--- src/rtl/uart_pkg.sv ---
// Shared UART definitions: FSM state encoding, default frame width and parity-type codes.
// Used by both the transmitter and the receiver.
package uart_pkg;

    localparam int DATA_WIDTH_DEF = 8;

    localparam logic PARITY_EVEN = 1'b0;
    localparam logic PARITY_ODD  = 1'b1;

    typedef enum logic [2:0] {
        ST_IDLE,
        ST_START,
        ST_DATA,
        ST_PARITY,
        ST_STOP
    } uart_state_t;

endpackage

--- src/rtl/uart_tx_serializer.sv ---
// Load/shift register plus bit counter for the UART transmitter data phase.
// ser_bit is the data bit to be on the line in the cycle after the current edge.
module uart_tx_serializer
    import uart_pkg::*;
#(
    parameter int DATA_WIDTH = DATA_WIDTH_DEF
) (
    input  logic                  tx_clk,
    input  logic                  rst,
    input  logic                  load,
    input  logic [DATA_WIDTH-1:0] load_data,
    input  logic                  shift,
    output logic                  ser_bit,
    output logic                  ser_done
);

    localparam int CNT_W = (DATA_WIDTH > 1) ? $clog2(DATA_WIDTH) : 1;
    localparam logic [CNT_W-1:0] LAST_IDX = CNT_W'(DATA_WIDTH - 1);

    logic [DATA_WIDTH-1:0] shift_reg, shift_next;
    logic [CNT_W-1:0]      cnt_reg, cnt_next;

    always_comb begin
        shift_next = shift_reg;
        cnt_next   = cnt_reg;
        if (load) begin
            shift_next = load_data;
            cnt_next   = '0;
        end else if (shift) begin
            shift_next = shift_reg >> 1;
            // Saturate so the counter never wraps past the last data bit.
            if (cnt_reg != LAST_IDX) begin
                cnt_next = cnt_reg + CNT_W'(1);
            end
        end
    end

    always_ff @(posedge tx_clk) begin
        if (rst) begin
            shift_reg <= '0;
            cnt_reg   <= '0;
        end else begin
            shift_reg <= shift_next;
            cnt_reg   <= cnt_next;
        end
    end

    assign ser_bit  = shift_next[0];
    assign ser_done = (cnt_reg == LAST_IDX);

endmodule

--- src/rtl/uart_tx.sv ---
// UART transmitter: start bit, LSB-first data, optional even/odd parity, one stop bit.
// Outputs are registered from the next state so the start bit appears the cycle after acceptance.
module uart_tx
    import uart_pkg::*;
#(
    parameter int DATA_WIDTH = DATA_WIDTH_DEF
) (
    input  logic                  tx_clk,
    input  logic                  rst,
    input  logic [DATA_WIDTH-1:0] p_data,
    input  logic                  data_valid,
    input  logic                  parity_enable,
    input  logic                  parity_type,
    output logic                  tx_out,
    output logic                  busy
);

    uart_state_t state_reg, state_next;
    logic        tx_out_reg, tx_next;
    logic        busy_reg, busy_next;
    logic        pen_reg, par_reg;
    logic        accept, shift, ser_bit, ser_done;

    // STOP accepts as well as IDLE, giving zero-gap back-to-back frames.
    assign accept = data_valid && (state_reg == ST_IDLE || state_reg == ST_STOP);
    assign shift  = (state_reg == ST_DATA) && (state_next == ST_DATA);

    uart_tx_serializer #(
        .DATA_WIDTH(DATA_WIDTH)
    ) u_serializer (
        .tx_clk   (tx_clk),
        .rst      (rst),
        .load     (accept),
        .load_data(p_data),
        .shift    (shift),
        .ser_bit  (ser_bit),
        .ser_done (ser_done)
    );

    always_ff @(posedge tx_clk) begin
        if (rst) begin
            state_reg  <= ST_IDLE;
            tx_out_reg <= 1'b1;
            busy_reg   <= 1'b0;
            pen_reg    <= 1'b0;
            par_reg    <= 1'b0;
        end else begin
            state_reg  <= state_next;
            tx_out_reg <= tx_next;
            busy_reg   <= busy_next;
            if (accept) begin
                pen_reg <= parity_enable;
                par_reg <= (^p_data) ^ (parity_type == PARITY_ODD);
            end
        end
    end

    always_comb begin
        state_next = state_reg;
        unique case (state_reg)
            ST_IDLE:   if (data_valid) state_next = ST_START;
            ST_START:  state_next = ST_DATA;
            ST_DATA:   if (ser_done) state_next = pen_reg ? ST_PARITY : ST_STOP;
            ST_PARITY: state_next = ST_STOP;
            ST_STOP:   state_next = data_valid ? ST_START : ST_IDLE;
            default:   state_next = ST_IDLE;
        endcase
    end

    always_comb begin
        tx_next   = 1'b1;
        busy_next = 1'b0;
        unique case (state_next)
            ST_START:  begin tx_next = 1'b0;    busy_next = 1'b1; end
            ST_DATA:   begin tx_next = ser_bit; busy_next = 1'b1; end
            ST_PARITY: begin tx_next = par_reg; busy_next = 1'b1; end
            default:   begin tx_next = 1'b1;    busy_next = 1'b0; end
        endcase
    end

    assign tx_out = tx_out_reg;
    assign busy   = busy_reg;

endmodule

--- config.mk ---
export PLATFORM = sky130hd
export DESIGN_NAME = uart_tx
export DESIGN_NICKNAME = d
export VERILOG_FILES = /design/src/rtl/uart_pkg.sv /design/src/rtl/uart_tx_serializer.sv /design/src/rtl/uart_tx.sv
export SDC_FILE = /design/constraint.sdc
export NUM_CORES = 1
export LEC_CHECK = 0
export ABC_CLOCK_PERIOD_IN_PS = 1900
export CAP_MARGIN = 20
export CELL_PAD_IN_SITES_DETAIL_PLACEMENT = 1
export CELL_PAD_IN_SITES_GLOBAL_PLACEMENT = 1
export CORE_ASPECT_RATIO = 0.7
export CORE_MARGIN = 4
export CORE_UTILIZATION = 35
export CTS_CLUSTER_DIAMETER = 150
export DETAILED_ROUTE_END_ITERATION = 7
export GPL_ROUTABILITY_DRIVEN = 0
export PLACE_DENSITY = 0.79
export SYNTH_ARGS = -nofsm -noshare
export SYNTH_HDL_FRONTEND = slang
export SYNTH_SLANG_ARGS = --single-unit
--- constraint.sdc ---
create_clock -name tx_clk -period 1.9 [get_ports tx_clk]
set_clock_uncertainty 0.1 [all_clocks]
set_input_delay 0.285 -clock tx_clk [delete_from_list [all_inputs] [get_ports tx_clk]]
set_output_delay 0.285 -clock tx_clk [all_outputs]
set_load 0.005 [all_outputs]
* Yosys cells after proc, flatten, opt, wreduce, memory -nomap -nowiden
Index checks and enable logic that the tools add are counted.
** Storage, ports and cells
- Flip-flop bits (word level) :: 18
- Word-level logic and storage cells :: 37
** Cells by class
- $add $sub $neg :: 1
- Eq/ne operators :: 9
- Multiplexer cells :: 9
- Bitwise logic cells :: 1
- Reductions and logical operators :: 9
** Operators with widths (number)
- 8-bit 2-to-1 mux :: 2
- 3-bit case mux with 5 select lines :: 1
- 3-bit by 2-bit == test with 1-bit output (second input constant) :: 4
- 3-bit 2-to-1 mux :: 3
- 8-bit XOR reduction :: 1
- 3-bit by 1-bit == test with 1-bit output (second input constant) :: 2
- 3-bit == test (second input constant) :: 2
- 3-bit by 1-bit adder with 3-bit output (second input constant) :: 1
- 3-bit logical NOT :: 1
- 3-bit inequality test (second input constant) :: 1
- 1-bit case mux with 3 select lines :: 1
- 3-bit OR reduction :: 1
- 1-bit logical AND :: 2
- 1-bit 2-to-1 mux :: 2
- 2-bit AND reduction :: 1
- 2-bit nonzero test :: 1
- 2-bit OR reduction :: 1
- 1-bit logical OR :: 1
- 1-bit XOR :: 1

* Logic depth before layout (Yosys ltp)
- Depth in word-level cells :: 8
- Mapped depth :: 7

* Cells and area by module
From an unflattened synthesis, not the netlist that was laid out.
** Unflattened totals
- Cells, all modules :: 92
- Area, all modules :: 928.4 um2
** Modules (own cells, without submodules)
- uart_tx_serializer :: times used 1, cells each 49, area an instance 531.8 um2, sequential area each 220.2 um2
- uart_tx :: times used 1, cells each 43, area an instance 396.6 um2, sequential area each 140.1 um2

* Least setup slack after synthesis
No wires, ideal clock.
- Path kind :: register to register
- Start point :: register u_serializer.cnt_reg[0]
- End point :: register tx_out_reg (netlist: tx_out)
- Library setup time :: 120 ps
- Arrival :: 1749 ps
- Data required time :: 1680 ps
- Slack :: -68 ps
- Cell stages (with the launch flop) :: 8
- Buffers on the path :: 0
- Period minus slack after synthesis :: 1968 ps
- Path through :: dfxtp_1 -> ha_1 -> ha_1 -> nor4b_4 -> mux2_4 -> mux2i_2 -> and3_4 -> o21bai_2
** Between the ends
- Longest elaborated chain between the ends :: 8
- Elaborated cells between the ends (all ways) :: 10
- Classes of those cells :: 4 x eq/ne; 5 x mux; 1 x reduce/logical
** RTL lines
- from (decl) :: RTL line uart_tx_serializer.sv:21 : logic [CNT_W-1:0] cnt_reg, cnt_next;
- from (signal assigned) :: RTL line uart_tx_serializer.sv:44 : cnt_reg <= cnt_next;
- 3-bit == test * :: RTL line uart_tx_serializer.sv:49 : assign ser_done = (cnt_reg == LAST_IDX);
- 3-bit 2-to-1 mux * :: RTL line uart_tx.sv:63 : ST_DATA: if (ser_done) state_next = pen_reg ? ST_PARITY : ST_STOP;
- 3-bit case mux with 5 select lines * :: RTL line uart_tx.sv:60 : unique case (state_reg)
- 3-bit by 2-bit == test with 1-bit output :: RTL line uart_tx.sv:26, uart_tx.sv:73
- 1-bit logical AND :: RTL line uart_tx.sv:26 : assign shift = (state_reg == ST_DATA) && (state_next == ST_DATA);
- 8-bit 2-to-1 mux :: RTL line uart_tx_serializer.sv:29 : end else if (shift) begin
- 8-bit 2-to-1 mux :: RTL line uart_tx_serializer.sv:26 : if (load) begin
- 1-bit case mux with 3 select lines * :: RTL line uart_tx.sv:73 : unique case (state_next)
- to (signal assigned) :: RTL line uart_tx.sv:49 : tx_out_reg <= tx_next;
- to (decl) :: RTL line uart_tx.sv:19 : logic tx_out_reg, tx_next;
Mark *: on every way between the ends. The rest lies on a longest branch, timed or not. The select of a mux whose other input is x is not followed.
A chain may end at the register's enable or synchronous reset.

* Worst setup path after layout
- Start point :: register u_serializer.cnt_reg[1]
- End point :: register tx_out_reg (netlist: tx_out)
The elaborated chain is that of the path after synthesis.

==> results.sh <==
export IMPL_layout_worst_path_cycle_share_pct=103
export IMPL_grt_pass1_vias=759
export IMPL_area_delta_synth_final_pct=33.5
export IMPL_grt_max_degree=19
export IMPL_htreeDepth=1
export IMPL_worstSetupEndpointType="register"
export IMPL_fillers=261
export IMPL_post_route_min_period_ns=1.95
export IMPL_ant_nets=0
export IMPL_worst_slack_ns=-0.0540
export IMPL_synth_nets=103
export IMPL_wl_per_cell_um=15.3
export IMPL_synth_xor_area_share_pct=9.48
export IMPL_pin_count=15
export IMPL_startpoint="u_serializer.cnt_reg[1]$_SDFFE_PP0P_"
export IMPL_synthTopCellsByArea="dfxtp_1 41%, mux2i_1 9.1%, xnor2_1 5.9%"
export IMPL_synth_compound_area_share_pct=12.3
export IMPL_utilization_pct=51.9
export IMPL_max_stage_delay_ns=0.35
export IMPL_cts_sinks=18
export IMPL_place_ws_ns=-0.0506
export IMPL_num_vias=709
export IMPL_wl_um=2170
export IMPL_cpMaxStageDelayCell="dfxtp_2"
export IMPL_synthDominantCellAreaShare_pct=40.7
export IMPL_drive_above_1_share_pct=21.8
export IMPL_first_pass_iters=4
export IMPL_critPathLaunchType="register"
export IMPL_io_buffers=14
export IMPL_drc_errors=0
export IMPL_fin_cells=142
export IMPL_whs_ns=0.373
export IMPL_cts_buffer_depth=2
export IMPL_antennaDiodeCount=0
export IMPL_synthSimpleGateAreaFrac_pct=19.2
export IMPL_hpwl_um=1410
export IMPL_outcome="finished with violations"
export IMPL_synthAdderAreaFrac_pct=2.83
export IMPL_path_cells="ha_4, ha_4, nor4b_4, mux2_4, mux2i_4, and3_4, o21bai_2"
export IMPL_dp_cells=135
export IMPL_die_area_um2=3410
export IMPL_ys_types=31
export IMPL_ys_ff_latch=18
export IMPL_numCtsBuffers=3
export IMPL_synth_cells=88
export IMPL_yosysSeqAreaShare_pct=40.7
export IMPL_relSlewSlack_pct=81.2
export IMPL_hold_viol=0
export IMPL_die_y_um=50.1
export IMPL_synth_top_area_cell="dfxtp_1"
export IMPL_largest_reg_flops=8
export IMPL_final_nets=126
export IMPL_ir_drop_mv=0.314
export IMPL_antenna_found_initial=0
export IMPL_cts_root_buffer="clkbuf_4"
export IMPL_worst_path_most_repeated_cell="ha_4"
export IMPL_worstPathArrival_ns=2.05
export IMPL_final_max_slew_violation_count=0
export IMPL_die_x_um=68.1
export IMPL_viasPerCell=4.99
export IMPL_syn_area_per_cell_um2=10.1
export IMPL_worstHoldEndpoint="par_reg$_SDFFE_PP0P_"
export IMPL_rr_endpoint="tx_out$_SDFF_PP1_"
export IMPL_drtIter0Drc=21
export IMPL_min_path_type="register to register"
export IMPL_setup_viol=2
export IMPL_fin_setup_tns_ns=-0.0916
export IMPL_violations="negative setup slack"
export IMPL_path_class="register to register"
export IMPL_rows=14
export IMPL_required_ns=2.00
export IMPL_initial_utilization_pct=38.8
export IMPL_synth_top_family_by_area="simple AND/OR/NAND/NOR gates"
export IMPL_syn_area_um2=885
export IMPL_insertion_delay_ns=0.30
export IMPL_r2r_setup_slack_ns=-0.05
export IMPL_clkTransAtPathRegs_ns=0.11
export IMPL_grt_pass1_wl_um=3790
export IMPL_max_slew_worst_pin_slew_ns=0.278
export IMPL_yosys_mux_area_fraction_pct=12.3
export IMPL_core_area_um2=2280
export IMPL_cp_max_fo=2
export IMPL_powerDensity_nw_per_um2=748
export IMPL_maxCapViolCount=0
export IMPL_yosysWarnings=0
export IMPL_grtUsageTotal_pct=14.9
export IMPL_max_freq_ghz=0.512
export IMPL_r2r_cells=7
export IMPL_hold_start="par_reg$_SDFFE_PP0P_"
export IMPL_min_path_cells=2
export IMPL_cts_tree="built"
export IMPL_overflow=0
export IMPL_r2r_start="u_serializer.cnt_reg[1]$_SDFFE_PP0P_"
export IMPL_leakagePower_nw=0.434
export IMPL_rsz0062_at_grt="yes"
[critical path: cells and delay by family (launching register included)]
family	cells	cell delay, ns
mux	2	0.53
flops	1	0.35
compound gates	1	0.06
fa+ha+maj	2	0.32
simple gates	2	0.48
[routing by layer]
metal | vias to the layer above | global-route usage (%) | wire, um
met5 | - | 0 | 0
met4 | 0 | 1.98 | 0
met3 | 0 | 5.00 | 96
met2 | 15 | 24.8 | 1060
met1 | 340 | 18.8 | 1010
li1 | 354 | - | -
[kinds of logic (layout without fill, tap and decap cells)]
family,count (synthesis),count (layout)
buffers and inverters,5,27
adder cells (fa/ha/maj),2,2
XOR/XNOR,8,8
multiplexers,10,10
flip-flops,18,18
AND/OR/NAND/NOR,30,30
AO/OA/AOI/OAI,15,15
[worst max path at each step]
stage	cells after the start	to	slack (ns)
finish	7	tx_out$_SDFF_PP1_	-0.05
global route	7	tx_out$_SDFF_PP1_	-0.12
CTS	7	tx_out$_SDFF_PP1_	-0.03
detailed placement	7	tx_out$_SDFF_PP1_	-0.05
global placement	6	par_reg$_SDFFE_PP0P_	-0.006
floorplan	7	tx_out$_SDFF_PP1_	0.006
[timing repair]
| action | CTS | global route |
|---|---|---|
| endpoints found under the setup margin | 1 | 12 |
| hold buffers | 0 | 0 |
| setup buffers | 3 | 1 |
| gates resized for setup | 5 | 2 |
| pin swaps | 2 | 3 |
[Yosys cell counts]
cell type	count
dfxtp_1	18
nor2_1	13
mux2i_1	8
a211oi_1	6
xnor2_1	6
a21oi_1	4
nand2_1	4
nor3_1	3
clkbuf_1	2
ha_1	2
nor2b_1	2
a21o_1	1
a22oi_1	1
and2_1	1
and3_4	1
buf_1	1
buf_2	1
buf_6	1
mux2_4	1
mux2i_2	1
nand2_2	1
nand2b_1	1
nand4b_1	1
nor3b_1	1
nor4b_1	1
nor4b_4	1
o21ba_2	1
o21bai_1	1
o21bai_2	1
xnor3_1	1
xor2_1	1
[area by class of cell]
type	instances	area, um2	share of cell area (%)
Tap cell	32	40.0	3.39
Timing Repair Buffer	23	211	17.9
Clock buffer	4	36.3	3.07
Multi-Input combinational cell	65	531	44.9
Sequential cell	18	363	30.7
[placed cells by master, fill, tap and decap left out]
cell,Yosys,final
dfxtp_1,18,16
clkdlybuf4s50_1,0,14
nor2_1,13,13
mux2i_1,8,8
buf_4,0,8
a211oi_1,6,6
xnor2_1,6,6
a21oi_1,4,4
nand2_1,4,4
nor3_1,3,3
clkbuf_4,0,3
nor2b_1,2,2
ha_4,0,2
dfxtp_2,0,2
nand2_2,1,1
nor4b_4,1,1
nor3b_1,1,1
o21bai_1,1,1
nand2b_1,1,1
nand4b_1,1,1
a21o_1,1,1
nor4b_1,1,1
o21ba_2,1,1
mux2_4,1,1
mux2i_4,0,1
and3_4,1,1
o21bai_2,1,1
and2_1,1,1
xnor3_1,1,1
xor2_1,1,1
a22oi_1,1,1
clkbuf_8,0,1
buf_6,1,1
[where the power goes]
part           internal (W)  switching [W]  leakage, nW
clock              0.000117       0.000124       0.0210
combinational      0.000122      0.0000931        0.264
sequential         0.000408      0.0000203        0.149
[per-stage QoR]
stage,power [W],cell area [um2]
6_report,0.000883,1180
4_1_cts,0.000873,1170
5_1_grt,0.000932,1180
3_3_place_gp,0.000622,1080
2_1_floorplan,0.000559,887
3_5_place_dp,0.000629,1080
(Power assumes the default switching activity.)
